===== src/rtl/rx_cnt_pkg.sv =====
// Shared types and helpers for the RX frame counter.
//   rx_frame_state_t : frame FSM state encoding
//   sat_inc          : +1 on a counter of a given width; wraps by default and
//                      holds at all-ones when RX_CNT_SATURATE_EN is defined
package rx_cnt_pkg;

  typedef enum logic {
    IDLE = 1'b0,
    RECV = 1'b1
  } rx_frame_state_t;

  // Widest counter sat_inc can handle; callers zero-extend into this width.
  localparam int unsigned SAT_W = 64;

  // Increment value (interpreted as a width-bit counter) when enable is set.
  function automatic logic [SAT_W-1:0] sat_inc(input logic [SAT_W-1:0] value,
                                               input logic              enable,
                                               input int unsigned       width);
    logic [SAT_W-1:0] max_val;
    max_val = (SAT_W'(1) << width) - SAT_W'(1);
    sat_inc = value;
    if (enable) begin
`ifdef RX_CNT_SATURATE_EN
      if (value != max_val) begin
        sat_inc = value + SAT_W'(1);
      end
`else
      sat_inc = (value + SAT_W'(1)) & max_val;
`endif
    end
  endfunction

endpackage


===== src/rtl/rise_detect.sv =====
// One-bit rising-edge detector.
//   clk, rst : clock, asynchronous active-low reset
//   d        : level input
//   pulse_c  : combinational pulse, high while d=1 and previous d=0
// RST_VAL sets the assumed previous level out of reset; 1 suppresses a pulse
// for an input that is already high when reset is released.
module rise_detect #(
  parameter logic RST_VAL = 1'b1
) (
  input  logic clk,
  input  logic rst,
  input  logic d,
  output logic pulse_c
);

  logic d_q;
  logic d_d;

  always_comb begin
    d_d     = d;
    pulse_c = d & ~d_q;
  end

  always_ff @(posedge clk or negedge rst) begin
    if (!rst) begin
      d_q <= RST_VAL;
    end else begin
      d_q <= d_d;
    end
  end

endmodule


===== src/rtl/rx_frame_counter.sv =====
// RX byte/frame counter between UART RX and the matrix-load controller.
//   clk, rst    : clock, asynchronous active-low reset
//   clr         : synchronous clear of counters and FSM (highest priority)
//   rx_done     : byte-received strobe, counted once per rising edge
//   frame_len   : bytes per frame, sampled on the first byte (0 treated as 1)
//   byte_count  : total bytes since reset/clr
//   frame_count : completed frames since reset/clr
//   byte_idx    : bytes received in the current frame
//   busy        : high while a multi-byte frame is in progress
//   frame_done  : one-cycle pulse on frame completion
//   timeout     : one-cycle pulse when a frame stalls past TIMEOUT_CYC
// Build option: define RX_CNT_SATURATE_EN to make both counters saturate
// instead of wrapping.
module rx_frame_counter
  import rx_cnt_pkg::*;
#(
  parameter int unsigned CNT_W       = 32,
  parameter int unsigned LEN_W       = 16,
  parameter int unsigned TIMEOUT_CYC = 100000
) (
  input  logic             clk,
  input  logic             rst,
  input  logic             clr,
  input  logic             rx_done,
  input  logic [LEN_W-1:0] frame_len,
  output logic [CNT_W-1:0] byte_count,
  output logic [CNT_W-1:0] frame_count,
  output logic [LEN_W-1:0] byte_idx,
  output logic             busy,
  output logic             frame_done,
  output logic             timeout
);

  logic            ev_c;
  logic            expire_c;
  logic [LEN_W-1:0] len_eff_c;

  rx_frame_state_t  state_q,      state_d;
  logic [LEN_W-1:0] len_q,        len_d;
  logic [LEN_W-1:0] byte_idx_q,   byte_idx_d;
  logic [CNT_W-1:0] byte_cnt_q,   byte_cnt_d;
  logic [CNT_W-1:0] frame_cnt_q,  frame_cnt_d;
  logic             busy_q,       busy_d;
  logic             frame_done_q, frame_done_d;
  logic             timeout_q,    timeout_d;

  // rx_done assumed high out of reset so a held strobe is not counted.
  rise_detect #(
    .RST_VAL(1'b1)
  ) u_rise (
    .clk    (clk),
    .rst    (rst),
    .d      (rx_done),
    .pulse_c(ev_c)
  );

  // Inter-byte watchdog; absent entirely when TIMEOUT_CYC is 0.
  if (TIMEOUT_CYC > 0) begin : g_timer
    localparam int unsigned TMR_W = $clog2(TIMEOUT_CYC + 1);

    logic [TMR_W-1:0] timer_q;
    logic [TMR_W-1:0] timer_d;

    always_comb begin
      expire_c = (state_q == RECV) && !ev_c &&
                 (timer_q == TMR_W'(TIMEOUT_CYC - 1));
      timer_d  = timer_q + TMR_W'(1);
      if (clr || ev_c || (state_q != RECV) || expire_c) begin
        timer_d = '0;
      end
    end

    always_ff @(posedge clk or negedge rst) begin
      if (!rst) begin
        timer_q <= '0;
      end else begin
        timer_q <= timer_d;
      end
    end
  end else begin : g_no_timer
    assign expire_c = 1'b0;
  end

  assign len_eff_c = (frame_len == '0) ? LEN_W'(1) : frame_len;

  // Next-state and counter update.
  always_comb begin
    state_d      = state_q;
    len_d        = len_q;
    byte_idx_d   = byte_idx_q;
    byte_cnt_d   = byte_cnt_q;
    frame_cnt_d  = frame_cnt_q;
    frame_done_d = 1'b0;
    timeout_d    = 1'b0;

    if (clr) begin
      state_d     = IDLE;
      byte_idx_d  = '0;
      byte_cnt_d  = '0;
      frame_cnt_d = '0;
    end else begin
      byte_cnt_d = CNT_W'(sat_inc(SAT_W'(byte_cnt_q), ev_c, CNT_W));

      case (state_q)
        IDLE: begin
          byte_idx_d = '0;
          if (ev_c) begin
            if (len_eff_c == LEN_W'(1)) begin
              frame_done_d = 1'b1;
              frame_cnt_d  = CNT_W'(sat_inc(SAT_W'(frame_cnt_q), 1'b1, CNT_W));
            end else begin
              len_d      = len_eff_c;
              byte_idx_d = LEN_W'(1);
              state_d    = RECV;
            end
          end
        end
        RECV: begin
          // A byte arriving on the expiry cycle wins over the timeout.
          if (ev_c) begin
            if ((byte_idx_q + LEN_W'(1)) == len_q) begin
              frame_done_d = 1'b1;
              frame_cnt_d  = CNT_W'(sat_inc(SAT_W'(frame_cnt_q), 1'b1, CNT_W));
              byte_idx_d   = '0;
              state_d      = IDLE;
            end else begin
              byte_idx_d = byte_idx_q + LEN_W'(1);
            end
          end else if (expire_c) begin
            timeout_d  = 1'b1;
            byte_idx_d = '0;
            state_d    = IDLE;
          end
        end
        default: begin
          state_d    = IDLE;
          byte_idx_d = '0;
        end
      endcase
    end

    busy_d = (state_d == RECV);
  end

  always_ff @(posedge clk or negedge rst) begin
    if (!rst) begin
      state_q      <= IDLE;
      len_q        <= '0;
      byte_idx_q   <= '0;
      byte_cnt_q   <= '0;
      frame_cnt_q  <= '0;
      busy_q       <= 1'b0;
      frame_done_q <= 1'b0;
      timeout_q    <= 1'b0;
    end else begin
      state_q      <= state_d;
      len_q        <= len_d;
      byte_idx_q   <= byte_idx_d;
      byte_cnt_q   <= byte_cnt_d;
      frame_cnt_q  <= frame_cnt_d;
      busy_q       <= busy_d;
      frame_done_q <= frame_done_d;
      timeout_q    <= timeout_d;
    end
  end

  assign byte_count  = byte_cnt_q;
  assign frame_count = frame_cnt_q;
  assign byte_idx    = byte_idx_q;
  assign busy        = busy_q;
  assign frame_done  = frame_done_q;
  assign timeout     = timeout_q;

endmodule


===== config.mk =====
export PLATFORM = sky130hd
export DESIGN_NAME = rx_frame_counter
export DESIGN_NICKNAME = d
export VERILOG_FILES = /design/src/rtl/rx_cnt_pkg.sv /design/src/rtl/rise_detect.sv /design/src/rtl/rx_frame_counter.sv
export SDC_FILE = /design/constraint.sdc
export NUM_CORES = 1
export LEC_CHECK = 0
export ABC_AREA = 0
export ABC_CLOCK_PERIOD_IN_PS = 3280
export BUFFER_PORTS_ARGS = -buffer_cell sky130_fd_sc_hd__buf_4
export CELL_PAD_IN_SITES_DETAIL_PLACEMENT = 0
export CELL_PAD_IN_SITES_GLOBAL_PLACEMENT = 1
export CORE_ASPECT_RATIO = 1.5
export CORE_MARGIN = 1.5
export CORE_UTILIZATION = 44
export DETAILED_ROUTE_END_ITERATION = 10
export PLACE_DENSITY = 0.89
export SYNTH_ARGS = -nofsm -noshare
export SYNTH_HDL_FRONTEND = slang
export SYNTH_HIERARCHICAL = 1
export SYNTH_SLANG_ARGS = --single-unit

===== constraint.sdc =====
create_clock -name clk -period 3.28 [get_ports clk]
set_clock_uncertainty 0.05 [all_clocks]
set_input_delay 0.492 -clock clk [delete_from_list [all_inputs] [get_ports clk]]
set_output_delay 0.492 -clock clk [all_outputs]
set_load 0.05 [all_outputs]

* Word level (Yosys, flattened, before mapping)
Cells that the tools add are included.
Cells by class: divide/modulo/power cells 0, equality and inequality tests 8, shift operators 0, add/sub/neg operators 4, bitwise gates (word level) 5, reduce and logical (&&, ||, !) cells 10, order comparisons 0, multipliers 0, multiplexer cells 34
Operators with widths (number):
- two-way mux 32 bit | 7
- two-way mux 16 bit | 5
- adder 32 x 1 -> 32 bit (second input constant) | 2
- one-hot mux 32 bit (2 select lines) | 1
- one-hot mux 16 bit (2 select lines) | 1
- adder 17 x 1 -> 17 bit (second input constant) | 1
- equality test 17 bit (second input constant) | 1
- two-way mux 1 bit | 17
- two-way mux 17 bit | 1
- adder 16 x 1 -> 16 bit (second input constant) | 1
- equality test 16 x 1 -> 1 bit (second input constant) | 1
- equality test 16 bit | 1
- zero test 16 bit | 1
- AND reduction 4 bit | 2
- != test 3 x 2 -> 1 bit (second input constant) | 2
- != test 3 bit (second input constant) | 2
- != test 4 bit (second input constant) | 1
- inverter 1 bit | 4
- one-hot mux 1 bit (2 select lines) | 2
- logical OR 1 bit | 3
- logical AND 1 bit | 2
- nonzero test 2 bit | 1
- AND 1 bit | 1
- zero test 1 bit | 1
Word-level totals: latch bits 0, memory bits (read-only) 0, bits in writable memories 0, memories 0, output and inout port bits 83, flip-flop bits (word level) 117, bits of input ports 20, word-level logic and storage cells 70

* Logic depth before layout (Yosys ltp)
depth in word-level cells 9, mapped depth 12, gate-level depth less buffers 9

* Cells and area by module
The synthesis kept the hierarchy.
By module, submodules not included:
- rx_frame_counter | cells each 659, seq. area each 2902.8 um^2, area an instance 6232.2 um^2, times used 1
- rise_detect | cells each 2, seq. area each 26.3 um^2, area an instance 40.0 um^2, times used 1

* Least setup slack after synthesis
Ideal clock, no wire load.
kind register to register, from register byte_idx_q[0], in the netlist byte_idx[0], to register frame_cnt_q[17], in the netlist frame_count[17], path buffers 2, library setup time 78 ps, arrival time 3247 ps, required time 3152 ps, stages on the path, launching flop included 12, period minus slack after synthesis 3376 ps, path slack -96 ps, path through dfrtp_1 > ha_1 > nand3_1 > buf_2 > nor4_2 > xnor2_1 > nor2_1 > nor4_4 > a31oi_4 > buf_6 > or4_1 > a21oi_1
On the way: word-level cells in the longest chain between the ends 4
RTL lines:
- start: declaration | RTL line rx_frame_counter.sv:40 | logic [LEN_W-1:0] byte_idx_q, byte_idx_d;
- start signal: assignment | RTL line rx_frame_counter.sv:158 | byte_idx_q <= byte_idx_d;
- adder 16 x 1 -> 16 bit | RTL line rx_frame_counter.sv:121 | if ((byte_idx_q + LEN_W'(1)) == len_q) begin
- equality test 16 bit | RTL line rx_frame_counter.sv:121
- != test 3 x 2 -> 1 bit (no line)
- AND reduction 4 bit (no line)
- end signal: assignment | RTL line rx_frame_counter.sv:160 | frame_cnt_q <= frame_cnt_d;
- end: declaration | RTL line rx_frame_counter.sv:42 | logic [CNT_W-1:0] frame_cnt_q, frame_cnt_d;
Every way passes these cells. A chain may end at the register's enable or synchronous reset.

* Worst setup path after layout
from register byte_idx_q[1], in the netlist byte_idx[1], to register frame_cnt_q[20], in the netlist frame_count[20]
The elaborated chain is that of the path after synthesis.

==> flow_metrics.env <==
export IMPL_hold_ws_ns=-0.000151
export IMPL_slew_viol_final=0
export IMPL_io_pins=103
export IMPL_clockRootBuffer="clkbuf_16"
export IMPL_drt_iter0_drc=246
export IMPL_stdcell_count=967
export IMPL_antenna_cells=0
export IMPL_num_nets_final=786
export IMPL_path_clk_slew_ns=0.06
export IMPL_reg2reg_slack_ns=0.12
export IMPL_crit_arrival_ns=3.44
export IMPL_synth_edff_count=0
export IMPL_worst_pin_slew_ns=0.627
export IMPL_critPathRequiredTime_ns=3.56
export IMPL_drive_gt1_frac=0.248
export IMPL_end_kind="register"
export IMPL_routabilityCongestion=0.914
export IMPL_hold_buffers=0
export IMPL_status="complete, but fails checks"
export IMPL_die_w_um=100
export IMPL_fp_dieH_um=149
export IMPL_syn_nets=685
export IMPL_cts_tree="yes"
export IMPL_register_area_um2=2940
export IMPL_fin_area_um2=7960
export IMPL_grt_ovfl_total=0
export IMPL_hold_violations=1
export IMPL_setup_viol=0
export IMPL_period_needed_ns=3.16
export IMPL_htreeDepth=4
export IMPL_coreArea_um2=14000
export IMPL_ys_ff_latch=117
export IMPL_grt_max_degree=63
export IMPL_hp_class="input port to asynchronous set/reset pin"
export IMPL_min_period_over_period=0.965
export IMPL_fillers=1200
export IMPL_antenna_found_initial=0
export IMPL_cp_start_kind="register"
export IMPL_power_total_w=0.00385
export IMPL_synthCells=661
export IMPL_drt_wl_total_um=16300
export IMPL_vias=5475
export IMPL_ant_nets=0
export IMPL_dp_final_hpwl_um=11100
export IMPL_clk_path_buf_depth=2
export IMPL_multiInputGateArea_um2=3150
export IMPL_drc_errors=0
export IMPL_maxCapViolCount=0
export IMPL_crit_type="register to register"
export IMPL_power_leakage_nw=3.35
export IMPL_grt_pass1_vias=5366
export IMPL_worst_path_max_fanout=31
export IMPL_yosys_warnings=6
export IMPL_dr_pass1_iters=5
export IMPL_dpl_cell_area_um2=7240
export IMPL_synthFlopType="dfrtp_1"
export IMPL_start_util=0.448
export IMPL_portBuffers=102
export IMPL_fmax_mhz=316
export IMPL_violations="negative hold slack"
export IMPL_cts_buffers=17
export IMPL_place_inst=930
export IMPL_wl_per_cell_um=16.8
export IMPL_die_area_um2=15000
export IMPL_syn_to_final_growth_pct=26.9
export IMPL_syn_area_um2=6270
export IMPL_grt_pass1_wl_um=26000
export IMPL_rr_endpoint="frame_count[20]"
export IMPL_r2r_start="byte_idx[1]"
export IMPL_ir_drop_mv=0.324
export IMPL_track_usage=0.217
export IMPL_synth_cell_types=54
export IMPL_postSynthAreaPerCell_um2=9.49
export IMPL_r2r_cells=11
export IMPL_viasPerCell=5.66
export IMPL_synthArstFlopShare=1.00
export IMPL_core_rowCount=53
export IMPL_relSlewSlack=0.582
export IMPL_ys_seq_area_frac=0.467
export IMPL_clk_latency_ns=0.41
export IMPL_cts_sinks=117
export IMPL_power_density_nw_per_um2=484
## final cells by class
cell class,count,area share
Clock buffer,21,0.0578
Clock inverter,11,0.0217
Inverter,10,0.00472
Multi-Input combinational cell,493,0.395
Sequential cell,117,0.369
Tap cell,192,0.0302
Timing Repair Buffer,123,0.121
## worst max-delay path, stage by stage (launching register included)
cell and delay [ns]:
dfrtp_2 0.41, ha_4 0.19, nand3_2 0.15, buf_4 0.21
o21ai_0 0.35, a32o_1 0.24, nor2_1 0.08, nor4_4 0.36
a31oi_4 0.14, buf_12 0.18, or4_1 0.54, a21oi_1 0.16
## how the worst max path moves through the flow
stage / startpoint / end / slack (ns) / depth (start not counted)
6_report: byte_idx[1] / frame_count[20] / 0.12 / 11
4_1_cts: byte_idx[1] / frame_count[28] / 0.02 / 10
3_5_place_dp: byte_idx[1] / frame_count[14] / 0.04 / 10
3_3_place_gp: byte_idx[1] / frame_count[17] / 0.15 / 10
5_1_grt: byte_idx[1] / frame_count[8] / -0.04 / 11
2_1_floorplan: byte_idx[3] / frame_count[17] / 0.08 / 11
## cell usage in the layout (no fill, tap or decap), types with 13 or more instances in the layout
cell	synthesis	layout
mux2_2	16	16
dfrtp_1	116	110
clkbuf_16	0	18
o21ai_0	35	35
xor2_1	33	33
or3_1	31	31
nand2_1	42	42
and3_1	13	13
a21oi_1	51	51
or4_1	17	17
xnor2_1	23	23
nor2_1	65	65
o31ai_1	15	15
buf_4	2	120
nand4_1	24	24
a31oi_1	16	15
nand3_1	38	37
## per-stage QoR
step	utilization	TNS (ns)	hold slack (ns)	setup WS [ns]
after floorplan	-	0	0.146	0.0772
after global placement	0.517	0	0.416	0.154
after detailed placement	0.517	0	0.423	0.0394
after CTS	0.563	0	0.00562	0.0232
after global routing	0.569	-0.301	0.0255	-0.0408
final	0.569	0	-0.000151	0.115
## what timing repair did
item                                    CTS  global route
endpoints found under the setup margin    0            24
resized for setup                         0             8
buffers inserted                          0             4
## metal layers
layer,up-vias,global-route usage,share of wire
met5,-,0,0
met4,0,0.102,0.024
met3,30,0.0455,0.044
met2,180,0.381,0.53
met1,2658,0.251,0.40
li1,2607,-,-
## synthesized netlist by cell type (all sizes together) (2+ instances only)
cell type  instances  area share
a21oi             51       0.041
a22o               2      0.0028
a311oi             2      0.0028
a31oi             17       0.019
a41oi              2      0.0028
and2               7      0.0070
and3              13       0.013
and4               8       0.011
buf               20       0.018
clkbuf            21       0.013
dfrtp            116        0.46
ha                 4      0.0080
inv               10      0.0060
mux2              16       0.029
mux2i              2      0.0032
nand2             42       0.025
nand2b             4      0.0040
nand3             39       0.032
nand3b             2      0.0024
nand4             26       0.029
nor2              65       0.039
nor2b              6      0.0072
nor3               5      0.0048
nor4               9       0.015
o2111ai            2      0.0028
o211ai             4      0.0048
o21ai             35       0.028
o31ai             15       0.018
or2                2      0.0020
or3               31       0.031
or4               17       0.020
xnor2             23       0.032
xor2              33       0.046
## kinds of logic after synthesis
family                     share of synthesized area
AOI/OAI and AO/OA                              0.131
buffers and inverters                         0.0365
xor gates and xnor gates                      0.0782
muxes                                         0.0319
and+or+nand+nor                                0.247
DFF                                            0.467
adders and majority gates                    0.00798
## flip-flops by register name, summed over array words and instances (netlist names)
register	count
timeout	1
frame_count	32
u_rise/d_q	1
len_q	16
g_timer.timer_q	17
byte_count	32
busy	1
frame_done	1
byte_idx	16
## power breakdown
part           internal [W]  switching, W  total [W]
combinational      0.000135      0.000185   0.000320
sequential          0.00150     0.0000497    0.00155
clock               0.00131      0.000672    0.00198
Note: power is estimated with default switching activity, not from simulation.
